**config.mk**
```make
export PLATFORM = sky130hd
export DESIGN_NAME = i2c_expander_arb_flat
export DESIGN_NICKNAME = d
export VERILOG_FILES = /design/src/rtl/i2c_expander_arb_if.sv /design/src/rtl/i2c_expander_arb.sv /design/src/flat_wrapper.sv
export SDC_FILE = /design/constraint.sdc
export NUM_CORES = 1
export LEC_CHECK = 0
export CAP_MARGIN = 20
export CORE_ASPECT_RATIO = 1.5
export CORE_UTILIZATION = 41
export CTS_CLUSTER_DIAMETER = 30
export DETAILED_ROUTE_END_ITERATION = 7
export PLACE_DENSITY = 0.92
export SYNTH_ARGS = -nofsm -noshare
export SYNTH_HDL_FRONTEND = slang
export SYNTH_SLANG_ARGS = --single-unit
```
**constraint.sdc**
```tcl
create_clock -name clk -period 5.1 [get_ports clk]
set_input_delay 0.51 -clock clk [delete_from_list [all_inputs] [get_ports clk]]
set_output_delay 0.51 -clock clk [all_outputs]
set_load 0.01 [all_outputs]
```
**src/rtl/i2c_expander_arb_if.sv**
```systemverilog
// Bundle of requester-side and bridge-side signals for the expander access arbiter.
// slave is the arbiter's view; master is the view of the agents and bridge around it.
interface i2c_expander_arb_if #(
    parameter int unsigned N_REQ = 4
);
    logic [N_REQ-1:0]    req_valid;
    logic [N_REQ-1:0]    req_write;
    logic [4*N_REQ-1:0]  req_adr;
    logic [32*N_REQ-1:0] req_wdata;
    logic [N_REQ-1:0]    req_grant;
    logic [N_REQ-1:0]    resp_done;
    logic                resp_err;
    logic [31:0]         resp_rdata;
    logic                busy;
    logic                wr_rq;
    logic                rd_rq;
    logic [3:0]          wr_adr;
    logic [3:0]          rd_adr;
    logic [31:0]         wr_data;
    logic [31:0]         rd_data;
    logic                action_done;

    modport slave (
        input  req_valid, req_write, req_adr, req_wdata, rd_data, action_done,
        output req_grant, resp_done, resp_err, resp_rdata, busy,
               wr_rq, rd_rq, wr_adr, rd_adr, wr_data
    );

    modport master (
        output req_valid, req_write, req_adr, req_wdata, rd_data, action_done,
        input  req_grant, resp_done, resp_err, resp_rdata, busy,
               wr_rq, rd_rq, wr_adr, rd_adr, wr_data
    );
endinterface

```
**src/rtl/i2c_expander_arb.sv**
```systemverilog
// Round-robin arbiter sharing one expander MM access port between N_REQ requesters,
// one transaction at a time, with a per-transaction timeout.
module i2c_expander_arb #(
    parameter int unsigned N_REQ       = 4,
    parameter int unsigned TIMEOUT_CYC = 1024
) (
    input  logic                 clk,
    input  logic                 reset,
    i2c_expander_arb_if.slave    bus
);
    localparam int unsigned PW = (N_REQ > 1) ? $clog2(N_REQ) : 1;
    localparam int unsigned CW = $clog2(TIMEOUT_CYC);

    typedef enum logic [1:0] {IDLE, ACTIVE, DONE} state_t;

    state_t          state;
    logic [PW-1:0]   ptr;
    logic [PW-1:0]   win;
    logic [CW-1:0]   cnt;
    logic            lat_write;

    logic            found;
    logic [PW-1:0]   pick;
    logic [PW-1:0]   ptr_nxt;
    logic [PW:0]     sum;
    logic [PW-1:0]   cand;

    logic [3:0]      adr_a [N_REQ];
    logic [31:0]     wd_a  [N_REQ];

    for (genvar g = 0; g < N_REQ; g++) begin : g_unpack
        assign adr_a[g] = bus.req_adr[4*g +: 4];
        assign wd_a[g]  = bus.req_wdata[32*g +: 32];
    end

    // Rotating priority search starting at ptr; wraps without a modulo operator.
    always_comb begin
        found = 1'b0;
        pick  = '0;
        sum   = '0;
        cand  = '0;
        for (int unsigned i = 0; i < N_REQ; i++) begin
            sum = {1'b0, ptr} + (PW+1)'(i);
            if (sum >= (PW+1)'(N_REQ))
                sum = sum - (PW+1)'(N_REQ);
            cand = sum[PW-1:0];
            if (!found && bus.req_valid[cand]) begin
                found = 1'b1;
                pick  = cand;
            end
        end
        ptr_nxt = (pick == PW'(N_REQ-1)) ? '0 : pick + 1'b1;
    end

    always_ff @(posedge clk) begin
        if (reset) begin
            state          <= IDLE;
            ptr            <= '0;
            win            <= '0;
            cnt            <= '0;
            lat_write      <= 1'b0;
            bus.req_grant  <= '0;
            bus.resp_done  <= '0;
            bus.resp_err   <= 1'b0;
            bus.resp_rdata <= '0;
            bus.busy       <= 1'b0;
            bus.wr_rq      <= 1'b0;
            bus.rd_rq      <= 1'b0;
            bus.wr_adr     <= '0;
            bus.rd_adr     <= '0;
            bus.wr_data    <= '0;
        end else begin
            case (state)
                IDLE: begin
                    bus.req_grant <= '0;
                    bus.resp_done <= '0;
                    cnt           <= '0;
                    if (found) begin
                        win           <= pick;
                        lat_write     <= bus.req_write[pick];
                        bus.req_grant <= N_REQ'(1) << pick;
                        bus.wr_rq     <= bus.req_write[pick];
                        bus.rd_rq     <= !bus.req_write[pick];
                        bus.wr_adr    <= bus.req_write[pick] ? adr_a[pick] : '0;
                        bus.rd_adr    <= bus.req_write[pick] ? '0 : adr_a[pick];
                        bus.wr_data   <= wd_a[pick];
                        bus.busy      <= 1'b1;
                        ptr           <= ptr_nxt;
                        state         <= ACTIVE;
                    end
                end
                ACTIVE: begin
                    bus.req_grant <= '0;
                    // action_done is tested first so it wins over a coincident timeout.
                    if (bus.action_done || cnt == CW'(TIMEOUT_CYC-1)) begin
                        bus.resp_err   <= !bus.action_done;
                        bus.resp_rdata <= (bus.action_done && !lat_write) ? bus.rd_data : '0;
                        bus.resp_done  <= N_REQ'(1) << win;
                        bus.wr_rq      <= 1'b0;
                        bus.rd_rq      <= 1'b0;
                        bus.wr_adr     <= '0;
                        bus.rd_adr     <= '0;
                        bus.wr_data    <= '0;
                        state          <= DONE;
                    end else begin
                        cnt <= cnt + 1'b1;
                    end
                end
                DONE: begin
                    bus.resp_done <= '0;
                    bus.busy      <= 1'b0;
                    cnt           <= '0;
                    state         <= IDLE;
                end
                default: state <= IDLE;
            endcase
        end
    end
endmodule
```
**src/flat_wrapper.sv**
```systemverilog
// flat-port wrapper written by rule: the top's interface ports become plain ports
module i2c_expander_arb_flat 
#(
    parameter int unsigned N_REQ       = 4,
    parameter int unsigned TIMEOUT_CYC = 1024
)
  (clk, reset, bus_req_valid, bus_req_write, bus_req_adr, bus_req_wdata, bus_rd_data, bus_action_done, bus_req_grant, bus_resp_done, bus_resp_err, bus_resp_rdata, bus_busy, bus_wr_rq, bus_rd_rq, bus_wr_adr, bus_rd_adr, bus_wr_data);
  i2c_expander_arb_if #(.N_REQ(N_REQ)) bus_i ();
  input  logic clk;
  input  logic reset;
  input wire logic [$bits(bus_i.req_valid)-1:0] bus_req_valid;
  input wire logic [$bits(bus_i.req_write)-1:0] bus_req_write;
  input wire logic [$bits(bus_i.req_adr)-1:0] bus_req_adr;
  input wire logic [$bits(bus_i.req_wdata)-1:0] bus_req_wdata;
  input wire logic [$bits(bus_i.rd_data)-1:0] bus_rd_data;
  input wire logic [$bits(bus_i.action_done)-1:0] bus_action_done;
  output wire logic [$bits(bus_i.req_grant)-1:0] bus_req_grant;
  output wire logic [$bits(bus_i.resp_done)-1:0] bus_resp_done;
  output wire logic [$bits(bus_i.resp_err)-1:0] bus_resp_err;
  output wire logic [$bits(bus_i.resp_rdata)-1:0] bus_resp_rdata;
  output wire logic [$bits(bus_i.busy)-1:0] bus_busy;
  output wire logic [$bits(bus_i.wr_rq)-1:0] bus_wr_rq;
  output wire logic [$bits(bus_i.rd_rq)-1:0] bus_rd_rq;
  output wire logic [$bits(bus_i.wr_adr)-1:0] bus_wr_adr;
  output wire logic [$bits(bus_i.rd_adr)-1:0] bus_rd_adr;
  output wire logic [$bits(bus_i.wr_data)-1:0] bus_wr_data;
  assign bus_i.req_valid = bus_req_valid;
  assign bus_i.req_write = bus_req_write;
  assign bus_i.req_adr = bus_req_adr;
  assign bus_i.req_wdata = bus_req_wdata;
  assign bus_i.rd_data = bus_rd_data;
  assign bus_i.action_done = bus_action_done;
  assign bus_req_grant = bus_i.req_grant;
  assign bus_resp_done = bus_i.resp_done;
  assign bus_resp_err = bus_i.resp_err;
  assign bus_resp_rdata = bus_i.resp_rdata;
  assign bus_busy = bus_i.busy;
  assign bus_wr_rq = bus_i.wr_rq;
  assign bus_rd_rq = bus_i.rd_rq;
  assign bus_wr_adr = bus_i.wr_adr;
  assign bus_rd_adr = bus_i.rd_adr;
  assign bus_wr_data = bus_i.wr_data;
  i2c_expander_arb #(.N_REQ(N_REQ), .TIMEOUT_CYC(TIMEOUT_CYC)) u_core (.clk(clk), .reset(reset), .bus(bus_i));
endmodule
```
# Yosys cells after proc, flatten, opt, wreduce, memory -nomap -nowiden
# Cells that the tools add are included.
dict set report word_totals {
  reg_bits 101
  output_inout_bits 84
}
dict set report classes {
  n_addsub 9
  n_lt_le_gt_ge 10
  eq_ne 7
  shift 2
  muxes 56
  bitwise_logic 1
  reduce_logical 23
}
# op count
set op_table {}
lappend op_table {{2-to-1 mux 32 bit} 5}
lappend op_table {{binary-select mux 32 bit (select 2 bit)} 1}
lappend op_table {{case mux 32 bit (2 select lines)} 1}
lappend op_table {{2-to-1 mux 4 bit} 9}
lappend op_table {{case mux 4 bit (2 select lines)} 4}
lappend op_table {{2-to-1 mux 2 bit} 11}
lappend op_table {{case mux 10 bit (2 select lines)} 1}
lappend op_table {{less-than comparator 2 x 3 -> 1 bit (second input constant)} 5}
lappend op_table {{2-to-1 mux 1 bit} 13}
lappend op_table {{>= comparator 3 bit (second input constant)} 4}
lappend op_table {{AND reduction 2 bit} 6}
lappend op_table {{adder 10 x 1 -> 10 bit (second input constant)} 1}
lappend op_table {{binary-select mux 1 bit (select 2 bit)} 5}
lappend op_table {{== test 10 bit (second input constant)} 1}
lappend op_table {{2-to-1 mux 10 bit} 1}
lappend op_table {{binary-select mux 4 bit (select 2 bit)} 1}
lappend op_table {{left shift 1 x 2 -> 4 bit (first input constant)} 2}
lappend op_table {{subtractor 2 x 1 -> 2 bit (second input constant)} 4}
lappend op_table {{adder 2 x 2 -> 3 bit (second input constant)} 2}
lappend op_table {{logical NOT 1 bit} 6}
lappend op_table {{case mux 1 bit (2 select lines)} 3}
lappend op_table {{nonzero test 2 bit} 3}
lappend op_table {{== test 2 bit (second input constant)} 2}
lappend op_table {{logical AND 1 bit} 4}
lappend op_table {{12 further kinds} 13}

# Longest topological paths before layout
# Gate-level depths: netlist (run 1).
dict set report depth {
  word_depth 21
  mapped_depth 9
}

# Least setup slack after synthesis (run 1)
# No wires, ideal clock.
dict set report synth_timing {
  path_type {input -> register}
  from {input port bus_req_valid[3]}
  to {register u_core.bus.rd_adr[0] (netlist name)}
  setup_time_ns 0.132
  arrival_time_ns 1.873
  path_slack_ns 3.094
  cell_stages 9
  path_buffers 3
  path_cell_list {buf_2 -> nor4_2 -> nor3_4 -> o211a_1 -> buf_2 -> and3_1 -> clkbuf_1 -> o211ai_1 -> a21oi_1}
}
dict set report synth_between {
  elab_chain_len 19
  elab_cells_between_ends 33
  cone_classes {1 x eq/ne; 24 x mux; 1 x bitwise; 7 x reduce/logical}
}
# item line_no
set synth_lines {}
lappend synth_lines {{start: declaration} flat_wrapper.sv:11} ;# input wire logic [$bits(bus_i.req_valid)-1:0] bus_req_valid;
lappend synth_lines {{binary-select mux 1 bit (select 2 bit)} i2c_expander_arb.sv:47} ;# if (!found && bus.req_valid[cand]) begin
lappend synth_lines {{2-to-1 mux 1 bit (implied by the code)} i2c_expander_arb.sv:47}
lappend synth_lines {{2-to-1 mux 1 bit} i2c_expander_arb.sv:47}
lappend synth_lines {{logical NOT 1 bit} i2c_expander_arb.sv:47}
lappend synth_lines {{logical AND 1 bit} i2c_expander_arb.sv:47}
lappend synth_lines {{2-to-1 mux 1 bit} i2c_expander_arb.sv:47}
lappend synth_lines {{logical NOT 1 bit} i2c_expander_arb.sv:47}
lappend synth_lines {{logical AND 1 bit} i2c_expander_arb.sv:47}
lappend synth_lines {{[2 not listed]} -}
lappend synth_lines {{logical AND 1 bit} i2c_expander_arb.sv:47}
lappend synth_lines {{2-to-1 mux 2 bit} i2c_expander_arb.sv:47}
lappend synth_lines {{inverter 2 -> 3 bit (implied by the code)} i2c_expander_arb.sv:85} ;# bus.rd_adr <= bus.req_write[pick] ? '0 : adr_a[pick];
lappend synth_lines {{binary-select mux 4 bit (select 2 bit)} i2c_expander_arb.sv:85}
lappend synth_lines {{2-to-1 mux 4 bit (implied by the code) (2 in series)} i2c_expander_arb.sv:85}
lappend synth_lines {{2-to-1 mux 4 bit} i2c_expander_arb.sv:85}
lappend synth_lines {{2-to-1 mux 4 bit} i2c_expander_arb.sv:78} ;# if (found) begin
lappend synth_lines {{case mux 4 bit (2 select lines)} i2c_expander_arb.sv:73} ;# case (state)
lappend synth_lines {{end signal: assignment} i2c_expander_arb.sv:85}
lappend synth_lines {{end: declaration} i2c_expander_arb_if.sv:26} ;# wr_rq, rd_rq, wr_adr, rd_adr, wr_data
# Parallel ways exist; a longest one is shown, timed or not. The select of a mux whose other input is x is not followed.
# A chain may end at the register's enable or synchronous reset.

# Final worst setup path (run 1)
dict set report layout_timing {
  from {input port bus_req_valid[0]}
  to {register u_core.bus.wr_data[20] (netlist name)}
}
dict set report layout_between {
  elab_chain_len 18
  elab_cells_between_ends 30
  cone_classes {1 x eq/ne; 21 x mux; 1 x bitwise; 7 x reduce/logical}
}
# item line_no
set layout_lines {}
lappend layout_lines {{binary-select mux 1 bit (select 2 bit)} i2c_expander_arb.sv:47}
lappend layout_lines {{2-to-1 mux 1 bit (implied by the code)} i2c_expander_arb.sv:47}
lappend layout_lines {{2-to-1 mux 1 bit} i2c_expander_arb.sv:47}
lappend layout_lines {{logical NOT 1 bit} i2c_expander_arb.sv:47}
lappend layout_lines {{logical AND 1 bit} i2c_expander_arb.sv:47}
lappend layout_lines {{2-to-1 mux 1 bit} i2c_expander_arb.sv:47}
lappend layout_lines {{logical NOT 1 bit} i2c_expander_arb.sv:47}
lappend layout_lines {{logical AND 1 bit} i2c_expander_arb.sv:47}
lappend layout_lines {{2-to-1 mux 1 bit} i2c_expander_arb.sv:47}
lappend layout_lines {{logical NOT 1 bit} i2c_expander_arb.sv:47}
lappend layout_lines {{logical AND 1 bit} i2c_expander_arb.sv:47}
lappend layout_lines {{2-to-1 mux 2 bit} i2c_expander_arb.sv:47}
lappend layout_lines {{inverter 2 -> 3 bit (implied by the code)} i2c_expander_arb.sv:86} ;# bus.wr_data <= wd_a[pick];
lappend layout_lines {{binary-select mux 32 bit (select 2 bit)} i2c_expander_arb.sv:86}
lappend layout_lines {{2-to-1 mux 32 bit (implied by the code) (2 in series)} i2c_expander_arb.sv:86}
lappend layout_lines {{2-to-1 mux 32 bit} i2c_expander_arb.sv:78}
lappend layout_lines {{case mux 32 bit (2 select lines)} i2c_expander_arb.sv:73}
lappend layout_lines {{end signal: assignment} i2c_expander_arb.sv:86}
lappend layout_lines {{end: declaration} i2c_expander_arb_if.sv:26}
# Parallel ways exist; a longest one is shown, timed or not. The select of a mux whose other input is x is not followed.

==> summary.md, run 1 <==
| Metric | Value |
|---|---|
| Clk sink count | 101 |
| Maximum vdd drop | 0.179 mV |
| Crit path launch | bus_req_valid[0] |
| Via density | 5.66 |
| Synth area leaders | dfxtp_1 (43%), a22o_1 (8.7%), a222oi_1 (6.6%) |
| Post-CTS setup buffers | 0 |
| Share of cells above drive strength 1 | 11.4% |
| Largest net degree at the start of global routing | 59 |
| Fmax | 322 MHz |
| Total Routing Usage GR | 27.7% |
| Crit share post-route | 60.8% |
| Post-Layout Cell Count | 869 |
| Core Area | 11100 µm² |
| CTS resizes | 0 |
| Tmin final | 3.10 ns |
| Area growth, synth to finish | 64.6% |
| Worst Path Required | 5.29 ns |
| Final Hold Viols | 0 |
| Chip width | 89.6 µm |
| Synth top area share | 42.8% |
| Drt pass-1 iters | 6 |
| Syn Area/Cell | 10.0 µm² |
| RePlAce Congestion | 0.876 |
| Critical path's largest stage delay | 0.58 ns |
| WL/cell | 18.9 µm |
| Worst Setup Start Kind | input pin |
| Clock Latency Late Sink | 0.35 ns |
| DR iter-0 viols | 308 |
| Tot Pwr | 2.40 mW |
| Cts hold-fix bufs | 0 |
| LEAKAGE | 2.93 nW |
| CTS Buffer Depth | 2 |
| Initial Util | 42.5% |
| Critical path's top delay family | compound AO/OA/AOI/OAI gates |
| # rows | 47 |
| Register area | 2020 µm² |
| Crit. End Element | register |
| Status | completed |
| Worst hold path type | register to register |
| Hold path startpoint | u_core.bus.wr_adr[1] |
| Final count of negative-setup-slack endpoints | 0 |
| RSZ-0062 raised after global routing | no |
| Via count | 4917 |
| Post-synth EDFFs | 0 |
| Syn Nets | 660 |
| Hold path depth | 2 |
| CP Cell Sequence | clkdlybuf4s50_1 -> mux2i_1 -> o22a_2 -> nand2_4 -> inv_2 -> a22o_1 -> a222oi_1 -> nor2_1 |
| Max-Cap Viols | 0 |
| Least-Margin Pin Slew | 1.10 ns |
| Distinct cells, synth | 50 |
| Reg2reg path depth | 7 |
| # port buffers | 270 |
| P per Cell Area | 309 nW/µm² |
| Synthesized area | 4720 µm² |
| Clock-pin slew on the worst setup and hold paths | 0.07 ns |
| Initial antenna violation count | 0 |
| H-Tree Level Count | 3 |
| Crit path max fanout | 52 |
| Commonest cells after routing, fill and taps aside | clkdlybuf4s50_1 (269), dfxtp_1 (101), nor2_1 (58), a22o_1 (47), a222oi_1 (31) |
| Count of state elements after synthesis | 101 |
| Multi-input gate area | 2500 µm² |
| Seq/Total Area, Yosys | 42.8% |
| Sum of buffers and inverters on the critical path | 2 |
| Die area | 12000 µm² |
| # fillers | 808 |
| Slew margin rel. | 26.8% |
| CTS Root Cell | clkbuf_16 |
| FFs w/ async S/R, synth | 0% |
| Yosys warnings | 0 |
| CTS buffer count | 9 |
| Count of final max-slew check failures | 0 |
| Vias in the first global route | 5051 |
| GRT Residual Overflow | 0 |
| Clock Skews | 0.0125 ns |
| Die Y | 133 µm |
| Most common cell after layout, fill and taps aside | clkdlybuf4s50_1 |
| Yosys top cell by area | dfxtp_1 |
| Slowest stage cell, crit path | nand2_4 |
| Placed cell count | 852 |
| Final nets | 906 |
| Antenna Nets Post-Route | 0 |
| Gate Count Post-Synth | 471 |
| IO Pins | 271 |
| Routed WL | 16400 µm |
| Critical path class | input pin to register |
| Residual DRC | 0 |
| Placed wire-length estimate | 12500 µm |
| Worst R2R Start | u_core.ptr[1] |
| CP Data Arrival Time | 3.29 ns |
| Critical path depth | 8 |
| CTS tree | yes |
| Setup tns final | 0 ns |
| First-pass GRT wire length | 25200 µm |
| Ys flop type | dfxtp_1 |
| Diodes inserted | 0 |
-- state kept, by name, indices dropped and copies added (netlist names) --
| register | cells |
|---|---|
| u_core.bus.busy | 1 |
| u_core.bus.rd_adr | 4 |
| u_core.bus.rd_rq | 1 |
| u_core.bus.req_grant | 4 |
| u_core.bus.resp_done | 4 |
| u_core.bus.resp_err | 1 |
| u_core.bus.resp_rdata | 32 |
| u_core.bus.wr_adr | 4 |
| u_core.bus.wr_data | 32 |
| u_core.bus.wr_rq | 1 |
| u_core.cnt | 10 |
| u_core.lat_write | 1 |
| u_core.ptr | 2 |
| u_core.state | 2 |
| u_core.win | 2 |
-- logic make-up after synthesis --
logic type	Yosys count	synth area share (%)
compound gates	142	24.7
xor+xnor	6	1.11
fa+ha+maj	2	0.530
buf+inv	44	4.56
flops	101	42.8
mux	52	13.7
simple gates	124	12.5
-- where the power goes --
group,total (mW),internal [mW],switching [mW]
registers,0.916,0.863,0.0528
logic,0.770,0.431,0.339
clock network,0.716,0.393,0.323
-- cell usage after synthesis (2+ instances only) --
cell type / instances
inv_1: 3
nand3_1: 20
nor3_1: 3
ha_1: 2
buf_6: 3
mux2_2: 26
buf_2: 16
o21ai_1: 2
a21oi_1: 17
inv_2: 2
a22oi_1: 6
nor2_1: 60
mux2_1: 7
a32o_1: 2
nand2_1: 17
nor4_2: 2
a41oi_2: 2
and4_1: 3
a21boi_1: 2
a222oi_1: 31
a211oi_1: 3
buf_4: 2
o211ai_1: 8
mux2_4: 17
or3_1: 3
and3_1: 4
o21ai_0: 11
mux2i_1: 2
a22o_1: 47
clkbuf_1: 18
a21o_1: 2
dfxtp_1: 101
nor2b_1: 4
nand2b_1: 2
xor2_1: 3
xnor2_1: 3
o21ai_2: 2
-- layer usage --
metal	GRT usage (%)	wire length (µm)	up-vias	part of all wire [%]
li1	-	-	2292	-
met1	29.1	5860	2326	36
met2	48.9	8700	247	53
met3	7.13	1160	52	7.1
met4	14.4	658	0	4.0
met5	0	0	-	0
-- worst paths after layout --
check / endpoint / slack [ns]
max reg2reg: u_core.bus.wr_data[20] / 2.23
min: u_core.bus.wr_adr[1] / 0.47
max: u_core.bus.wr_data[20] / 2.00
min reg2reg: u_core.bus.wr_adr[1] / 0.47
-- metrics by stage --
stage | hold slack [ns] | util, % | setup WS [ns] | instance area (µm²)
floorplan | 0.454 | - | 3.09 | 4720
finish | 0.466 | 69.9 | 2.00 | 7770
global placement | 0.446 | 67.0 | 1.87 | 7440
detailed placement | 0.457 | 67.0 | 1.66 | 7440
global route | 0.479 | 69.9 | 1.86 | 7770
CTS | 0.465 | 69.8 | 2.04 | 7750
-- cell type report --
class,count,share of cell area [%]
tap,147,2.37
clock inverter,7,1.11
timing repair buffer,274,35.2
sequential,101,26.0
multi-input combinational,326,32.1
clock buffer,9,2.90
inverter,5,0.242
-- tightest hold or removal path, cell delays in order (launching register included) --
cell and delay, ns:
dfxtp_1 0.32, nand2_1 0.05, a21oi_1 0.05
No activity file was read; power rests on OpenSTA's default activity.
==> run 2, diff against run 1 <==
--- a/config.mk
+++ b/config.mk
@@ -7,10 +7,10 @@
 export LEC_CHECK = 0
 export CAP_MARGIN = 20
 export CORE_ASPECT_RATIO = 1.5
-export CORE_UTILIZATION = 41
+export CORE_UTILIZATION = 38
 export CTS_CLUSTER_DIAMETER = 30
 export DETAILED_ROUTE_END_ITERATION = 7
-export PLACE_DENSITY = 0.92
+export PLACE_DENSITY = 0.86
 export SYNTH_ARGS = -nofsm -noshare
 export SYNTH_HDL_FRONTEND = slang
 export SYNTH_SLANG_ARGS = --single-unit
==> constraint.sdc (replaced) <==
create_clock -name clk -period 2.93 [get_ports clk]
set_input_delay 0.293 -clock clk [delete_from_list [all_inputs] [get_ports clk]]
set_output_delay 0.293 -clock clk [all_outputs]
set_load 0.01 [all_outputs]
==> run 2 against run 1 <==
  * Utilization is 4.6 points lower
  * Critical path type unchanged
  * Routed wire length is 3.1% higher
  * Setup slack worse by 1.3 ns
  * Clock power is 62% higher
  * Global-route usage is 1.3 points lower
==> summary.md, run 2 (synthesis gave the netlist of run 1 again) <==
| Metric | Value |
|---|---|
| RSZ-0062 raised after global routing | no |
| LEAKAGE | 2.97 nW (+1.3%) |
| Worst hold path type | input pin to register |
| Tot Pwr | 4.13 mW (+72%) |
| Clock-pin slew on the worst setup and hold paths | 0.07 ns (about the same) |
| CP Cell Sequence | clkdlybuf4s50_1 -> mux2i_1 -> o22a_2 -> nand2_4 -> inv_2 -> a22o_1 -> a222oi_1 -> nor2_1 |
| Post-Layout Cell Count | 884 (+1.7%) |
| CTS tree | yes |
| Setup tns final | 0 ns (unchanged) |
| # fillers | 967 (+20%) |
| WHS | 0.423 ns (-0.0427 ns) |
| Tmin final | 2.26 ns |
| Area growth, synth to finish | 66.3% |
| Clk sink count | 101 (unchanged) |
| Diodes inserted | 0 (unchanged) |
| Chip width | 93.0 µm (+3.8%) |
| Core Area | 12000 µm² (+8.1%) |
| DP Area | 7540 µm² (+1.3%) |
| Max-Cap Viols | 0 (unchanged) |
| # port buffers | 270 (unchanged) |
| Regs by FF count | u_core.bus.resp_rdata (32), u_core.bus.wr_data (32), u_core.cnt (10) |
| IO Pins | 271 (unchanged) |
| P per Cell Area | 526 nW/µm² (+70%) |
| Worst R2R Start | u_core.ptr[1] |
| Most common cell after layout, fill and taps aside | clkdlybuf4s50_1 |
| Slew margin rel. | 43.4% (+17 points) |
| WL/cell | 19.1 µm (+1.3%) |
| CP Data Arrival Time | 2.48 ns (-0.81 ns) |
| Residual DRC | 0 (unchanged) |
| Crit path launch | bus_req_valid[0] |
| Placed cell count | 867 (+1.8%) |
| Post-route setup slack | 0.673 ns (-1.32 ns) |
| Initial Util | 39.3% (-3.2 points) |
| Share of cells above drive strength 1 | 12.4% (+1.1 points) |
| Drt pass-1 iters | 6 (unchanged) |
| Final Hold Viols | 0 (unchanged) |
| Maximum vdd drop | 0.304 mV (+70%) |
| GRT Residual Overflow | 0 (unchanged) |
| Crit. End Element | register |
| Count of final max-slew check failures | 0 (unchanged) |
| Die Y | 138 µm (+3.8%) |
| Routed WL | 16900 µm (+3.1%) |
| DR iter-0 viols | 268 (-13%) |
| Largest net degree at the start of global routing | 35 (-41%) |
| Fin util | 65.3% (-4.6 points) |
| CTS resizes | 0 (unchanged) |
| CTS buffer count | 9 (unchanged) |
| CTS Root Cell | clkbuf_16 |
| Least-Margin Pin Slew | 0.848 ns (-0.250 ns) |
| Placed wire-length estimate | 12900 µm (+3.3%) |
| Antenna Nets Post-Route | 0 (unchanged) |
| Via count | 4938 (+0.43%) |
| Status | completed |
| First-pass GRT wire length | 26700 µm (+5.6%) |
| Crit path max fanout | 22 (-58%) |
| Clock Latency Late Sink | 0.35 ns (about the same) |
| CTS Buffer Depth | 2 (unchanged) |
| Reg2reg path depth | 7 (unchanged) |
| Critical path's largest stage delay | 0.55 ns (-0.03 ns) |
| Via density | 5.59 (-1.3%) |
| Vias in the first global route | 5186 (+2.7%) |
| RePlAce Congestion | 0.899 (+2.6%) |
| Initial antenna violation count | 0 (unchanged) |
| Cts hold-fix bufs | 0 (unchanged) |
| Slowest stage cell, crit path | clkdlybuf4s50_1 |
| Reg-to-reg setup timing slack | 0.68 ns (-1.55 ns) |
| Clock Skews | 0.0112 ns (-0.00125 ns) |
| Final count of negative-setup-slack endpoints | 0 (unchanged) |
| Worst Setup Start Kind | input pin |
| Post-route cell area | 7850 µm² (+1.0%) |
| Die area | 12900 µm² (+7.7%) |
| Worst Path Required | 3.16 ns (-2.13 ns) |
| Crit share post-route | 77.0% |
| Commonest cells after routing, fill and taps aside | clkdlybuf4s50_1 (269), dfxtp_1 (101), nor2_1 (58), a22o_1 (47), a222oi_1 (31) |
| DP Worst Slack | 0.294 ns (-1.37 ns) |
| Total Routing Usage GR | 26.4% (-1.3 points) |
| Critical path class | input pin to register |
| Post-CTS setup buffers | 0 (unchanged) |
| H-Tree Level Count | 3 (unchanged) |
| Critical Path End | u_core.bus.wr_data[12] |
| # rows | 49 (+4.3%) |
| RR Endpoint | u_core.bus.wr_data[12] |
| Fmax | 443 MHz |
| Final nets | 915 (+0.99%) |
[run 2: cell count changes in the layout (fill, tap and decap cells not counted), sizes merged]
| cell | before | now |
|---|---|---|
| buf | 5 | 14 |
| bufinv | 1 | 0 |
| clkbuf | 9 | 10 |
| clkinv | 0 | 3 |
| clkinvlp | 1 | 2 |
| inv | 10 | 6 |
[run 2: worst min-delay path by stage]
stage	start	end	slack, ns	cells past startpoint
3_3_place_gp	u_core.bus.wr_data[25]	u_core.bus.wr_data[25]	0.44	2
6_report	reset	u_core.bus.wr_data[2]	0.42	2
2_1_floorplan	bus_action_done	u_core.bus.resp_err	0.39	1
5_1_grt	reset	u_core.bus.wr_data[0]	0.45	2
3_5_place_dp	u_core.bus.resp_done[3]	u_core.bus.resp_done[3]	0.45	1
4_1_cts	reset	u_core.bus.wr_data[2]	0.41	2
[run 2: critical path: cells and delay by family]
family                 cells  cell delay (ns)
buffers and inverters      2             0.79
AND/OR/NAND/NOR            2             0.37
AO/OA/AOI/OAI              3             0.89
multiplexers               1             0.14
[run 2: metal layers]
layer | up-vias | GRT usage, % | part of all wire, %
li1 | 2310 | - | -
met1 | 2324 | 29.4 | 35
met2 | 264 | 47.1 | 53
met3 | 40 | 4.51 | 7.1
met4 | 0 | 13.7 | 4.0
met5 | - | 0 | 0
[run 2: report_power, final]
group	switching (mW)	internal (mW)	total, mW	leakage [nW]
registers	0.0901	1.50	1.59	0.825
logic	0.603	0.776	1.38	2.01
clock network	0.544	0.613	1.16	0.138
total	1.24	2.89	4.13	2.97
[run 2: cell type report]
cell class / count / area (µm²) / share of cell area (%)
clock buffers: 10 / 239 / 3.04
clock inverters: 6 / 57.6 / 0.733
inverters: 5 / 18.8 / 0.239
multi-input cells: 326 / 2490 / 31.8
flip-flops and latches: 101 / 2020 / 25.8
well taps: 153 / 191 / 2.44
repair buffers: 283 / 2830 / 36.0
==> run 3, diff against run 2 <==
--- a/config.mk
+++ b/config.mk
@@ -7,10 +7,10 @@
 export LEC_CHECK = 0
 export CAP_MARGIN = 20
 export CORE_ASPECT_RATIO = 1.5
-export CORE_UTILIZATION = 38
+export CORE_UTILIZATION = 35
 export CTS_CLUSTER_DIAMETER = 30
 export DETAILED_ROUTE_END_ITERATION = 7
-export PLACE_DENSITY = 0.86
+export PLACE_DENSITY = 0.84
 export SYNTH_ARGS = -nofsm -noshare
 export SYNTH_HDL_FRONTEND = slang
 export SYNTH_SLANG_ARGS = --single-unit
==> constraint.sdc (replaced) <==
create_clock -name clk -period 1.95 [get_ports clk]
set_input_delay 0.195 -clock clk [delete_from_list [all_inputs] [get_ports clk]]
set_output_delay 0.195 -clock clk [all_outputs]
set_load 0.01 [all_outputs]
==> run 3 against run 2 <==
  * The run now ends with negative setup slack left
  * Cell count increased by 5.0%
  * Utilization down 1.8 points
  * Combinational power up 70%
  * Highest routed layer unchanged
  * Flip-flop and latch count stayed put
  * Sequential power is 50% higher
  * First-iteration DRC count increased by 33%
  * Routed wire length grew 3.3%
==> summary.md, run 3 (synthesis gave the netlist of run 1 again) <==
| Metric | Value |
|---|---|
| # port buffers | 270 (unchanged) |
| CP Data Arrival Time | 2.18 ns (-0.30 ns) |
| Sequential cell fraction of total power | 37.1% (-1.5 points) |
| RR Endpoint | u_core.bus.wr_data[1] |
| Clk sink count | 101 (unchanged) |
| Clock-pin slew on the worst setup and hold paths | 0.07 ns (about the same) |
| CP Cell Sequence | mux2i_2 -> o22a_2 -> nand2_4 -> buf_12 -> mux2_4 -> a222oi_1 -> nor2_1 |
| Hold path depth | 2 (unchanged) |
| Post-Layout Cell Count | 928 (+5.0%) |
| Reg2reg path depth | 7 (unchanged) |
| First-pass GRT wire length | 26200 µm (-1.5%) |
| Regs by FF count | u_core.bus.resp_rdata (32), u_core.bus.wr_data (32), u_core.cnt (10) |
| Maximum vdd drop | 0.579 mV (+90%) |
| Final nets | 953 (+4.2%) |
| Worst hold path type | input pin to register |
| Multi-input gate area | 2560 µm² (+2.9%) |
| DP Worst Slack | -0.432 ns (-0.726 ns) |
| DR iter-0 viols | 357 (+33%) |
| Final count of negative-setup-slack endpoints | 1 (+1) |
| Tot Pwr | 6.43 mW (+56%) |
| # fillers | 1049 (+8.5%) |
| Fmax | 508 MHz |
| Failing checks | negative setup slack |
| Fin util | 63.5% (-1.8 points) |
| Vias in the first global route | 5248 (+1.2%) |
| Logic pwr share | 36.4% (+3.0 points) |
| Core Area | 13100 µm² (+8.9%) |
| Placed wire-length estimate | 13300 µm (+3.1%) |
| CTS Buffer Depth | 2 (unchanged) |
| Hold path startpoint | reset |
| Total Routing Usage GR | 23.5% (-2.9 points) |
| CTS tree | yes |
| Status | complete, but fails checks |
| Chip width | 96.8 µm (+4.1%) |
| Least-Margin Pin Slew | 0.609 ns (-0.240 ns) |
| CTS buffer count | 9 (unchanged) |
| Register area | 2030 µm² (+0.19%) |
| H-Tree Level Count | 3 (unchanged) |
| Final Hold Viols | 0 (unchanged) |
| Cell Int Power | 4.52 mW (+56%) |
| Die Y | 144 µm (+4.1%) |
| Commonest cells after routing, fill and taps aside | clkdlybuf4s50_1 (267), dfxtp_1 (100), nor2_1 (58), a22o_1 (47), buf_4 (39) |
| RePlAce Congestion | 0.889 (-1.1%) |
| Antenna Nets Post-Route | 0 (unchanged) |
| Clock Skews | 0.00818 ns (-0.00306 ns) |
| Via count | 5062 (+2.5%) |
| Placed cell count | 906 (+4.5%) |
| Die area | 14000 µm² (+8.4%) |
| LEAKAGE | 3.21 nW (+8.2%) |
| IO Pins | 271 (unchanged) |
| WHS | 0.354 ns (-0.0692 ns) |
| Worst Path Required | 2.17 ns (-0.99 ns) |
| Diodes inserted | 0 (unchanged) |
| WL/cell | 18.8 µm (-1.6%) |
| Count of final max-slew check failures | 0 (unchanged) |
| Worst Setup Start Kind | register |
| Net Switching | 1.92 mW (+55%) |
| Via density | 5.45 (-2.3%) |
| Critical path class | register to register |
| Routed WL | 17400 µm (+3.3%) |
| Most common cell after layout, fill and taps aside | clkdlybuf4s50_1 |
| Sw frac | 29.8% (-0.20 points) |
| # rows | 51 (+4.1%) |
| Tmin final | 1.97 ns |
| Area growth, synth to finish | 76.0% |
| CTS Root Cell | clkbuf_16 |
| Clock Latency Late Sink | 0.34 ns (about the same) |
| Hold endpoint | u_core.bus.wr_data[19] |
| Crit path max fanout | 17 (-23%) |
| Share of cells above drive strength 1 | 17.9% (+5.5 points) |
| Initial Util | 36.1% (-3.2 points) |
| Worst R2R Start | u_core.ptr[1] |
| Largest net degree at the start of global routing | 33 (-5.7%) |
| Critical path's largest stage delay | 0.38 ns (-0.17 ns) |
| Max-Cap Viols | 0 (unchanged) |
| Drt pass-1 iters | 5 (-1) |
| GRT Residual Overflow | 0 (unchanged) |
| RSZ-0062 raised after global routing | yes |
| P per Cell Area | 774 nW/µm² (+47%) |
| Slowest stage cell, crit path | dfxtp_4 |
| Post-route setup slack | -0.0175 ns (-0.691 ns) |
| Residual DRC | 0 (unchanged) |
| Crit. End Element | register |
| Crit share post-route | 101% |
| Clock power share | 26.5% (-1.5 points) |
| Initial antenna violation count | 0 (unchanged) |
| Reg-to-reg setup timing slack | -0.02 ns (-0.70 ns) |
| Slew margin rel. | 59.4% (+16 points) |
==> run 3: layout make-up <==
type / instances / share of cell area [%]
timing repair buffer: 321 / 38.7
tap: 159 / 2.39
sequential: 101 / 24.4
multi-input combinational: 326 / 30.9
clock buffer: 10 / 2.76
clock inverter: 6 / 0.663
inverter: 5 / 0.226
==> run 3: layer usage <==
metal / vias up / wire length [µm] / GRT usage [%]
met5: - / 0 / 0
met4: 0 / 630 / 11.3
met3: 45 / 977 / 4.78
met2: 230 / 9490 / 44.7
met1: 2398 / 6340 / 24.5
li1: 2389 / - / -
==> run 3: timing repair <==
| item | CTS | global route |
|---|---|---|
| gates resized for setup | 5 | 16 |
| endpoints found under the hold margin | 0 | 0 |
| pin swaps | 8 | 18 |
| hold buffers | 0 | 0 |
| endpoints found under the setup margin | 34 | 42 |
| setup buffers | 1 | 5 |
==> run 3: worst max-delay path by stage <==
stage | depth (start not counted) | start | slack (ns) | endpoint
after floorplan | 7 | u_core.ptr[1] | 0.11 | u_core.bus.wr_data[27]
after global placement | 8 | bus_req_valid[2] | -0.32 | u_core.bus.wr_data[26]
after detailed placement | 8 | bus_req_valid[2] | -0.43 | u_core.bus.wr_data[26]
after CTS | 8 | u_core.cnt[0] | -0.01 | u_core.bus.wr_data[26]
after global routing | 7 | u_core.ptr[1] | -0.1 | u_core.bus.wr_data[15]
final | 7 | u_core.ptr[1] | -0.02 | u_core.bus.wr_data[1]
==> run 3: worst max-delay path, delay by kind of cell (launching register included) <==
family	cells	cell delay, ns
flip-flops	1	0.38
AND/OR/NAND/NOR	2	0.19
buffers and inverters	1	0.18
multiplexers	2	0.53
AO/OA/AOI/OAI	2	0.56
==> run 3: stage by stage <==
step / setup TNS (ns) / cell area, µm²
6_report: -0.0175 / 8310
5_1_grt: -1.09 / 8310
4_1_cts: -0.0204 / 8190
3_5_place_dp: -15.14 / 7890
3_3_place_gp: -10.88 / 7890
2_1_floorplan: 0 / 4720
==> run 3: power groups by stage <==
| stage | registers [mW] | clock network (mW) | logic [mW] |
|---|---|---|---|
| after floorplan | 2.49 | 0 | 1.01 |
| final | 2.38 | 1.71 | 2.34 |
| after global routing | 2.41 | 1.82 | 2.49 |
| after detailed placement | 2.42 | 0 | 2.25 |
| after CTS | 2.38 | 1.75 | 2.27 |
| after global placement | 2.41 | 0 | 2.19 |
